<file path="config.mk">
export PLATFORM = sky130hd
export DESIGN_NAME = sram_arbiter
export DESIGN_NICKNAME = d
export VERILOG_FILES = /design/src/rtl/sram_arbiter_pkg.sv /design/src/rtl/sram_arbiter_starve_ctr.sv /design/src/rtl/sram_arbiter.sv
export SDC_FILE = /design/constraint.sdc
export NUM_CORES = 1
export LEC_CHECK = 0
export BUFFER_PORTS_ARGS = -buffer_cell sky130_fd_sc_hd__buf_2
export CORE_AREA = 2 2 105 107
export DETAILED_ROUTE_END_ITERATION = 10
export DIE_AREA = 0 0 107 109
export PLACE_DENSITY_LB_ADDON = 0.08
export SLEW_MARGIN = 20
export SYNTH_ARGS = -nofsm -noshare
export SYNTH_HDL_FRONTEND = slang
export SYNTH_SLANG_ARGS = --single-unit
export TNS_END_PERCENT = 20
</file>
<file path="constraint.sdc">
create_clock -name clk -period 1.24 [get_ports clk]
set_input_delay 0 -clock clk [delete_from_list [all_inputs] [get_ports clk]]
set_output_delay 0 -clock clk [all_outputs]
set_load 0.1 [all_outputs]
</file>
<file path="src/rtl/sram_arbiter_pkg.sv">
// Shared encodings for the unified-memory SRAM arbiter: response owner tags.
package sram_arbiter_pkg;

  localparam int ARB_OWN_WD = 2;

  typedef enum logic [ARB_OWN_WD-1:0] {
    ARB_OWN_NONE = 2'd0,
    ARB_OWN_INST = 2'd1,
    ARB_OWN_DATA = 2'd2
  } arb_own_e;

endpackage

</file>
<file path="src/rtl/sram_arbiter_starve_ctr.sv">
// Saturating count of consecutive data-over-inst wins; clear dominates increment.
module arb_starve_ctr #(
  parameter int STARVE_MAX = 4,
  localparam int CNT_W = $clog2(STARVE_MAX + 1)
) (
  input  logic             clk,
  input  logic             reset,
  input  logic             inc,
  input  logic             clr,
  output logic [CNT_W-1:0] cnt,
  output logic             at_max
);

  logic [CNT_W-1:0] cnt_q;
  logic [CNT_W-1:0] cnt_d;

  assign at_max = (cnt_q == CNT_W'(STARVE_MAX));
  assign cnt    = cnt_q;

  always_comb begin
    cnt_d = cnt_q;
    if (clr) begin
      cnt_d = '0;
    end else if (inc && !at_max) begin
      cnt_d = cnt_q + 1'b1;
    end
  end

  always_ff @(posedge clk) begin
    if (reset) begin
      cnt_q <= '0;
    end else begin
      cnt_q <= cnt_d;
    end
  end

endmodule

</file>
<file path="src/rtl/sram_arbiter.sv">
// Single-port SRAM shared by fetch (inst reads) and exe (data reads/writes);
// data has priority, fetch is guaranteed a slot after STARVE_MAX lost cycles.
module sram_arbiter
  import sram_arbiter_pkg::*;
#(
  parameter int ADDR_W     = 32,
  parameter int DATA_W     = 32,
  parameter int STARVE_MAX = 4
) (
  input  logic                clk,
  input  logic                reset,
  input  logic                inst_req,
  input  logic [ADDR_W-1:0]   inst_addr,
  input  logic                inst_flush,
  output logic                inst_gnt,
  output logic                inst_rvalid,
  output logic [DATA_W-1:0]   inst_rdata,
  input  logic                data_req,
  input  logic [DATA_W/8-1:0] data_we,
  input  logic [ADDR_W-1:0]   data_addr,
  input  logic [DATA_W-1:0]   data_wdata,
  output logic                data_gnt,
  output logic                data_rvalid,
  output logic [DATA_W-1:0]   data_rdata,
  output logic                sram_en,
  output logic [DATA_W/8-1:0] sram_we,
  output logic [ADDR_W-1:0]   sram_addr,
  output logic [DATA_W-1:0]   sram_wdata,
  input  logic [DATA_W-1:0]   sram_rdata
);

  localparam int CNT_W = $clog2(STARVE_MAX + 1);

  logic             starve_max;
  logic [CNT_W-1:0] starve_cnt;
  arb_own_e         own_q;
  arb_own_e         own_d;

  arb_starve_ctr #(
    .STARVE_MAX (STARVE_MAX)
  ) u_starve_ctr (
    .clk    (clk),
    .reset  (reset),
    .inc    (data_gnt & inst_req),
    .clr    (inst_gnt | ~inst_req),
    .cnt    (starve_cnt),
    .at_max (starve_max)
  );

  // Grant: data wins unless fetch has already lost STARVE_MAX times in a row.
  always_comb begin
    inst_gnt = 1'b0;
    data_gnt = 1'b0;
    if (!reset) begin
      if (data_req && !(inst_req && starve_max)) begin
        data_gnt = 1'b1;
      end else if (inst_req) begin
        inst_gnt = 1'b1;
      end
    end
  end

  always_comb begin
    sram_en    = inst_gnt | data_gnt;
    sram_we    = '0;
    sram_addr  = '0;
    sram_wdata = '0;
    if (data_gnt) begin
      sram_we    = data_we;
      sram_addr  = data_addr;
      sram_wdata = data_wdata;
    end else if (inst_gnt) begin
      sram_addr  = inst_addr;
    end
  end

  always_comb begin
    own_d = ARB_OWN_NONE;
    if (inst_gnt && !inst_flush) begin
      own_d = ARB_OWN_INST;
    end else if (data_gnt && (data_we == '0)) begin
      own_d = ARB_OWN_DATA;
    end
  end

  always_ff @(posedge clk) begin
    if (reset) begin
      own_q <= ARB_OWN_NONE;
    end else begin
      own_q <= own_d;
    end
  end

  // Reset gates the response combinationally so an in-flight read is dropped.
  always_comb begin
    inst_rvalid = (own_q == ARB_OWN_INST) && !inst_flush && !reset;
    data_rvalid = (own_q == ARB_OWN_DATA) && !reset;
    inst_rdata  = inst_rvalid ? sram_rdata : '0;
    data_rdata  = data_rvalid ? sram_rdata : '0;
  end

endmodule

</file>
======== After elaboration in Yosys (flattened, before gate mapping) ========
Cells that the tools add are included.
word-level totals
  flip-flop bits (word level) ............. 5
  bits of input ports ..................... 137
operators by class
  add/sub/neg operators ................... 1
  equality and inequality tests ........... 3
  mux-type cells .......................... 13
  bitwise operators ....................... 4
  reductions and logical operators ........ 15
operator list
  kind                                                 count
  two-way mux 32 bit                                   5
  logical AND 1 bit                                    8
  two-way mux 1 bit                                    6
  zero test 1 bit                                      4
  zero test 4 bit                                      1
  two-way mux 4 bit                                    1
  OR reduction 2 bit                                   2
  adder 3 x 1 -> 3 bit, second input constant          1
  equality test 3 bit, second input constant           1
  equality test 2 x 1 -> 1 bit, second input constant  1
  equality test 2 bit, second input constant           1
  two-way mux 2 bit                                    1
  bitwise OR 1 bit                                     2
  AND 1 bit                                            1
  NOT 1 bit                                            1

======== Depth between registers and ports, before layout ========
  depth after elaboration ................. 9
  depth in mapped cells ................... 6

======== By module ========
A second synthesis with hierarchy kept.
unflattened totals
  cell total of the unflattened synthesis .. 181
  area total of the unflattened synthesis .. 1330.0 µm²
by module, submodules not included
  module          instances  cells an instance  area each (µm²)  seq. area each (µm²)
  sram_arbiter    1          163                1142.3           40.0
  arb_starve_ctr  1          18                 187.7            60.1

======== Least setup slack after synthesis ========
OpenSTA, ideal clock, no wires.
  path type ............................... register to output
  start point ............................. register u_starve_ctr.cnt_q[0] (netlist: u_starve_ctr.cnt[0])
  end point ............................... output sram_addr[10]
  arrival time ............................ 2.565 ns
  required time ........................... 1.240 ns
  setup slack ............................. -1.325 ns
  cell stages (with the launch flop) ...... 7
  cell sequence ........................... dfxtp_1 > inv_1 > ha_1 > and3_1 > buf_2 > clkbuf_1 > o22ai_1
between the ends
  cells in the longest elaborated chain, start to end .. 8
ends and longest elaborated chain
  element                   RTL line                       source
  start: declaration        sram_arbiter_starve_ctr.sv:14  logic [CNT_W-1:0] cnt_q;
  start signal: assignment  sram_arbiter_starve_ctr.sv:33  cnt_q <= cnt_d;
  equality test 3 bit (*)   sram_arbiter_starve_ctr.sv:17  assign at_max = (cnt_q == CNT_W'(STARVE_MAX));
  logical AND 1 bit (*)     sram_arbiter.sv:55             if (data_req && !(inst_req && starve_max)) begin
  zero test 1 bit (*)       sram_arbiter.sv:55
  logical AND 1 bit (*)     sram_arbiter.sv:55
  two-way mux 1 bit         sram_arbiter.sv:55
  two-way mux 1 bit         sram_arbiter.sv:54             if (!reset) begin
  two-way mux 32 bit        sram_arbiter.sv:72             end else if (inst_gnt) begin
  two-way mux 32 bit (*)    sram_arbiter.sv:68             if (data_gnt) begin
  end: declaration          sram_arbiter.sv:27             output logic [ADDR_W-1:0] sram_addr,
Every way passes the cells marked *; elsewhere a longest branch is shown, timed or not.

======== Final worst setup path ========
  start point ............................. register u_starve_ctr.cnt_q[0] (netlist: u_starve_ctr.cnt[0])
  end point ............................... output sram_addr[2]
The elaborated chain is that of the path after synthesis.

==> metrics.cfg <==
[grt]
largest_net_degree_at_the_start_of_global_routing=46
grt_pass1_wl_mm=17.19
globalRouteTotalUtil=0.1893
globalRouteOverflowTotal=0
grt_pass1_vias=3139
number_of_antenna_violations_at_the_first_check_in_global_routing=0

[timing]
timing_worst_slew_pin_value_ns=0.3005
timing.max_slew.rel_slack=0.7997
final_critical_path_setup_slack_ns=-0.3248
max_freq_mhz=639.1
final.period_utilization=1.262
final-hold-violation-count=0
finalWorstPathRequiredPeriod_ns=1.565
timing_max_transition_violations_final=0
setup_violations=138
grt_setup_unrepaired=yes
fin_skew_ns=0.007066

[run_status]
failed_checks=setup timing
outcome=finished with violations

[finish]
post_route_cells_drive_above_1_share=0.8173
flow.area_growth_from_synthesis_pct=270.7
antenna-diode-count=0
fillerInstances=863
fin_nets=671
fin_util=0.6084
layoutNonFillerInstCount=671

[route]
routed_wire_length_per_instance_um=17.07
drc=0
dr.first_iter.drc_count=123
vias_per_cell=4.574
ant_nets=0
drt_pass1_iterations=4
vias=3069
routed_wl_mm=11.45

[worst_hold_path]
worst_hold_depth=3
hp-class=in -> reg

[yosys]
syn_nets=399
yosys.area.top_type=sky130_fd_sc_hd__nand3b_1
synth.area.top_cells=sky130_fd_sc_hd__nand3b_1 28%, sky130_fd_sc_hd__and2_1 23%, sky130_fd_sc_hd__and3_1 13%
ys_warn_count=0
synth_top_cell_area_share=0.2761
synthesis.area_um2=1740
syn_area_per_cell_um2=6.694
synth_compound_area_frac=0.1272
synth.top_cells.by_count=64 x sky130_fd_sc_hd__and2_1, 64 x sky130_fd_sc_hd__nand3b_1, 37 x sky130_fd_sc_hd__and3_1, 32 x sky130_fd_sc_hd__o22ai_1, 17 x sky130_fd_sc_hd__clkbuf_1
async_reset_ff_frac=0
synth_cells=260
synth-xor-area-share=0
combinational_family_with_the_most_area_after_synthesis=simple AND/OR/NAND/NOR gates
synth_flop_cell=sky130_fd_sc_hd__dfxtp_1
synth-adder-area-share=0.01438
synth.ff_latch_count=5
multiplexer_fraction_of_the_synthesized_cell_area=0
netlist-cell-type-count=22
post_synth_and_or_nand_nor_area_fraction=0.7103
synth_enable_flop_cells=0
synth_sequential_area_ratio=0.05751

[die]
num_rows=38
ios=274
start_util=0.1641
core_area_um2=10600
chipHeight_um=109
design.die.area_um2=11660
die_span_in_x_um=107

[clock_tree]
cts_made_buffers=3
tritoncts_clock_tree=built
worstSkewPairLatency_ns=0.23
cts_root_buf=sky130_fd_sc_hd__clkbuf_8
cts-root-to-sink-buffers=2
clkSinkCount=5
cts.htree.levels=1
cts.reportedPaths.clkPinSlew_ns=0.04

[place]
place_congestion=0.7980
place.detailed.hpwl_mm=9.018
place.port_buffers=273
place.detailed.instances=659

[power]
vdd.ir_drop.worst_v=0.0003262
power.density_nw_per_um2=435.6
power_leakage_nw=2.657

[setup_path]
rr_worst_depth=6
worstPathArrival_ns=1.56
critical_path_start_type=flop
path_class=reg -> out
critical_path_peak_fanout=13
setup.worst_path.end_class=output pin
required_arrival_time_at_the_worst_endpoint_ns=1.24

[flow_run]
max_cap_violations=0

placed cells by master (no fill, tap or decap):
cell type,instances
sky130_fd_sc_hd__nand3b_1,64
sky130_fd_sc_hd__nand3_4,1
sky130_fd_sc_hd__buf_2,136
sky130_fd_sc_hd__buf_16,1
sky130_fd_sc_hd__buf_12,149
sky130_fd_sc_hd__and3_2,1
sky130_fd_sc_hd__dfxtp_2,5
sky130_fd_sc_hd__or4_1,1
sky130_fd_sc_hd__nor2_1,1
sky130_fd_sc_hd__nor3b_4,1
sky130_fd_sc_hd__nor2_2,1
sky130_fd_sc_hd__clkbuf_16,2
sky130_fd_sc_hd__o211a_1,1
sky130_fd_sc_hd__clkbuf_8,3
sky130_fd_sc_hd__nor2b_2,1
sky130_fd_sc_hd__buf_6,4
sky130_fd_sc_hd__nor3b_1,1
sky130_fd_sc_hd__nor4b_4,1
sky130_fd_sc_hd__a21boi_4,1
sky130_fd_sc_hd__nor2b_1,1
sky130_fd_sc_hd__clkbuf_1,1
sky130_fd_sc_hd__and3_4,36
sky130_fd_sc_hd__inv_2,2
sky130_fd_sc_hd__nor2_4,2
sky130_fd_sc_hd__o22ai_4,32
sky130_fd_sc_hd__and2_4,24
sky130_fd_sc_hd__nor3_1,2
sky130_fd_sc_hd__and2_2,20
sky130_fd_sc_hd__nand2b_1,2
sky130_fd_sc_hd__nor3b_2,1
sky130_fd_sc_hd__buf_4,9
sky130_fd_sc_hd__dlygate4sd3_1,1
sky130_fd_sc_hd__ha_4,1
sky130_fd_sc_hd__ha_1,1
sky130_fd_sc_hd__and4b_1,1
sky130_fd_sc_hd__and2_1,20
through the flow:
stage          hold slack [ns]  instance area (um2)  setup slack [ns]  power [mW]  TNS, ns
6_report               0.09612                 6451           -0.3248       2.810   -33.10
5_1_grt                 0.1096                 6451           -0.3829       2.913   -42.42
4_1_cts                0.09364                 6405           -0.3419       2.819   -34.64
3_5_place_dp            0.2252                 5597           -0.2799       2.196   -14.65
3_3_place_gp            0.2232                 5597           -0.2640       2.179   -13.44
2_1_floorplan          0.07931                 2392           -0.3467       1.521   -32.84
routing by layer:
| layer | share of wire | GRT usage | vias up |
|---|---|---|---|
| li1 | - | - | 1471 |
| met4 | 0.016 | 0.05566 | 0 |
| met2 | 0.56 | 0.3776 | 158 |
| met1 | 0.34 | 0.1940 | 1432 |
| met3 | 0.080 | 0.04543 | 8 |
| met5 | 0 | 0 | - |
cell families after synthesis:
logic type / count (synthesis)
AO/OA/AOI/OAI: 34
adder cells (fa/ha/maj): 2
buffers and inverters: 37
flip-flops: 5
AND/OR/NAND/NOR: 182
area by class of cell:
cell class / count / area [um2] / share of cell area
flip-flops and latches: 5 / 106.4 / 0.01649
inverters: 2 / 7.507 / 0.001164
multi-input cells: 218 / 2253 / 0.3493
well taps: 140 / 175.2 / 0.02715
repair buffers: 302 / 3864 / 0.5989
clock buffers: 4 / 45.04 / 0.006982
registers in the layout, indices dropped and copies added (netlist names):
register          count
u_starve_ctr.cnt      3
own_q                 2
worst max-delay path, cell delays in order, from the launching register on:
cell,delay [ns]
sky130_fd_sc_hd__dfxtp_2,0.33
sky130_fd_sc_hd__inv_2,0.04
sky130_fd_sc_hd__ha_4,0.16
sky130_fd_sc_hd__and3_4,0.22
sky130_fd_sc_hd__buf_12,0.18
sky130_fd_sc_hd__o22ai_4,0.20
sky130_fd_sc_hd__buf_12,0.19
worst paths after layout:
kind	startpoint	endpoint	slack, ns
setup reg to reg	u_starve_ctr.cnt[0]$_SDFFE_PP0P_	u_starve_ctr.cnt[1]$_SDFFE_PP0P_	-0.05
hold reg to reg	u_starve_ctr.cnt[0]$_SDFFE_PP0P_	u_starve_ctr.cnt[0]$_SDFFE_PP0P_	0.60
hold / removal	data_we[3]	own_q[1]$_SDFF_PP0_	0.1
setup / recovery	u_starve_ctr.cnt[0]$_SDFFE_PP0P_	sram_addr[2]	-0.32
report_power, final:
group,internal [mW],switching (mW)
combinational,0.951,1.37
sequential,0.165,0.00251
clock,0.222,0.0971
repair_timing:
action	in CTS	in global routing
hold endpoints to repair	1	0
pin swaps	46	13
buffers inserted	3	1
cloned	2	2
endpoints found under the setup margin	138	140
resized for setup	178	6
hold buffers	1	0
No activity file was read; power rests on OpenSTA's default activity.
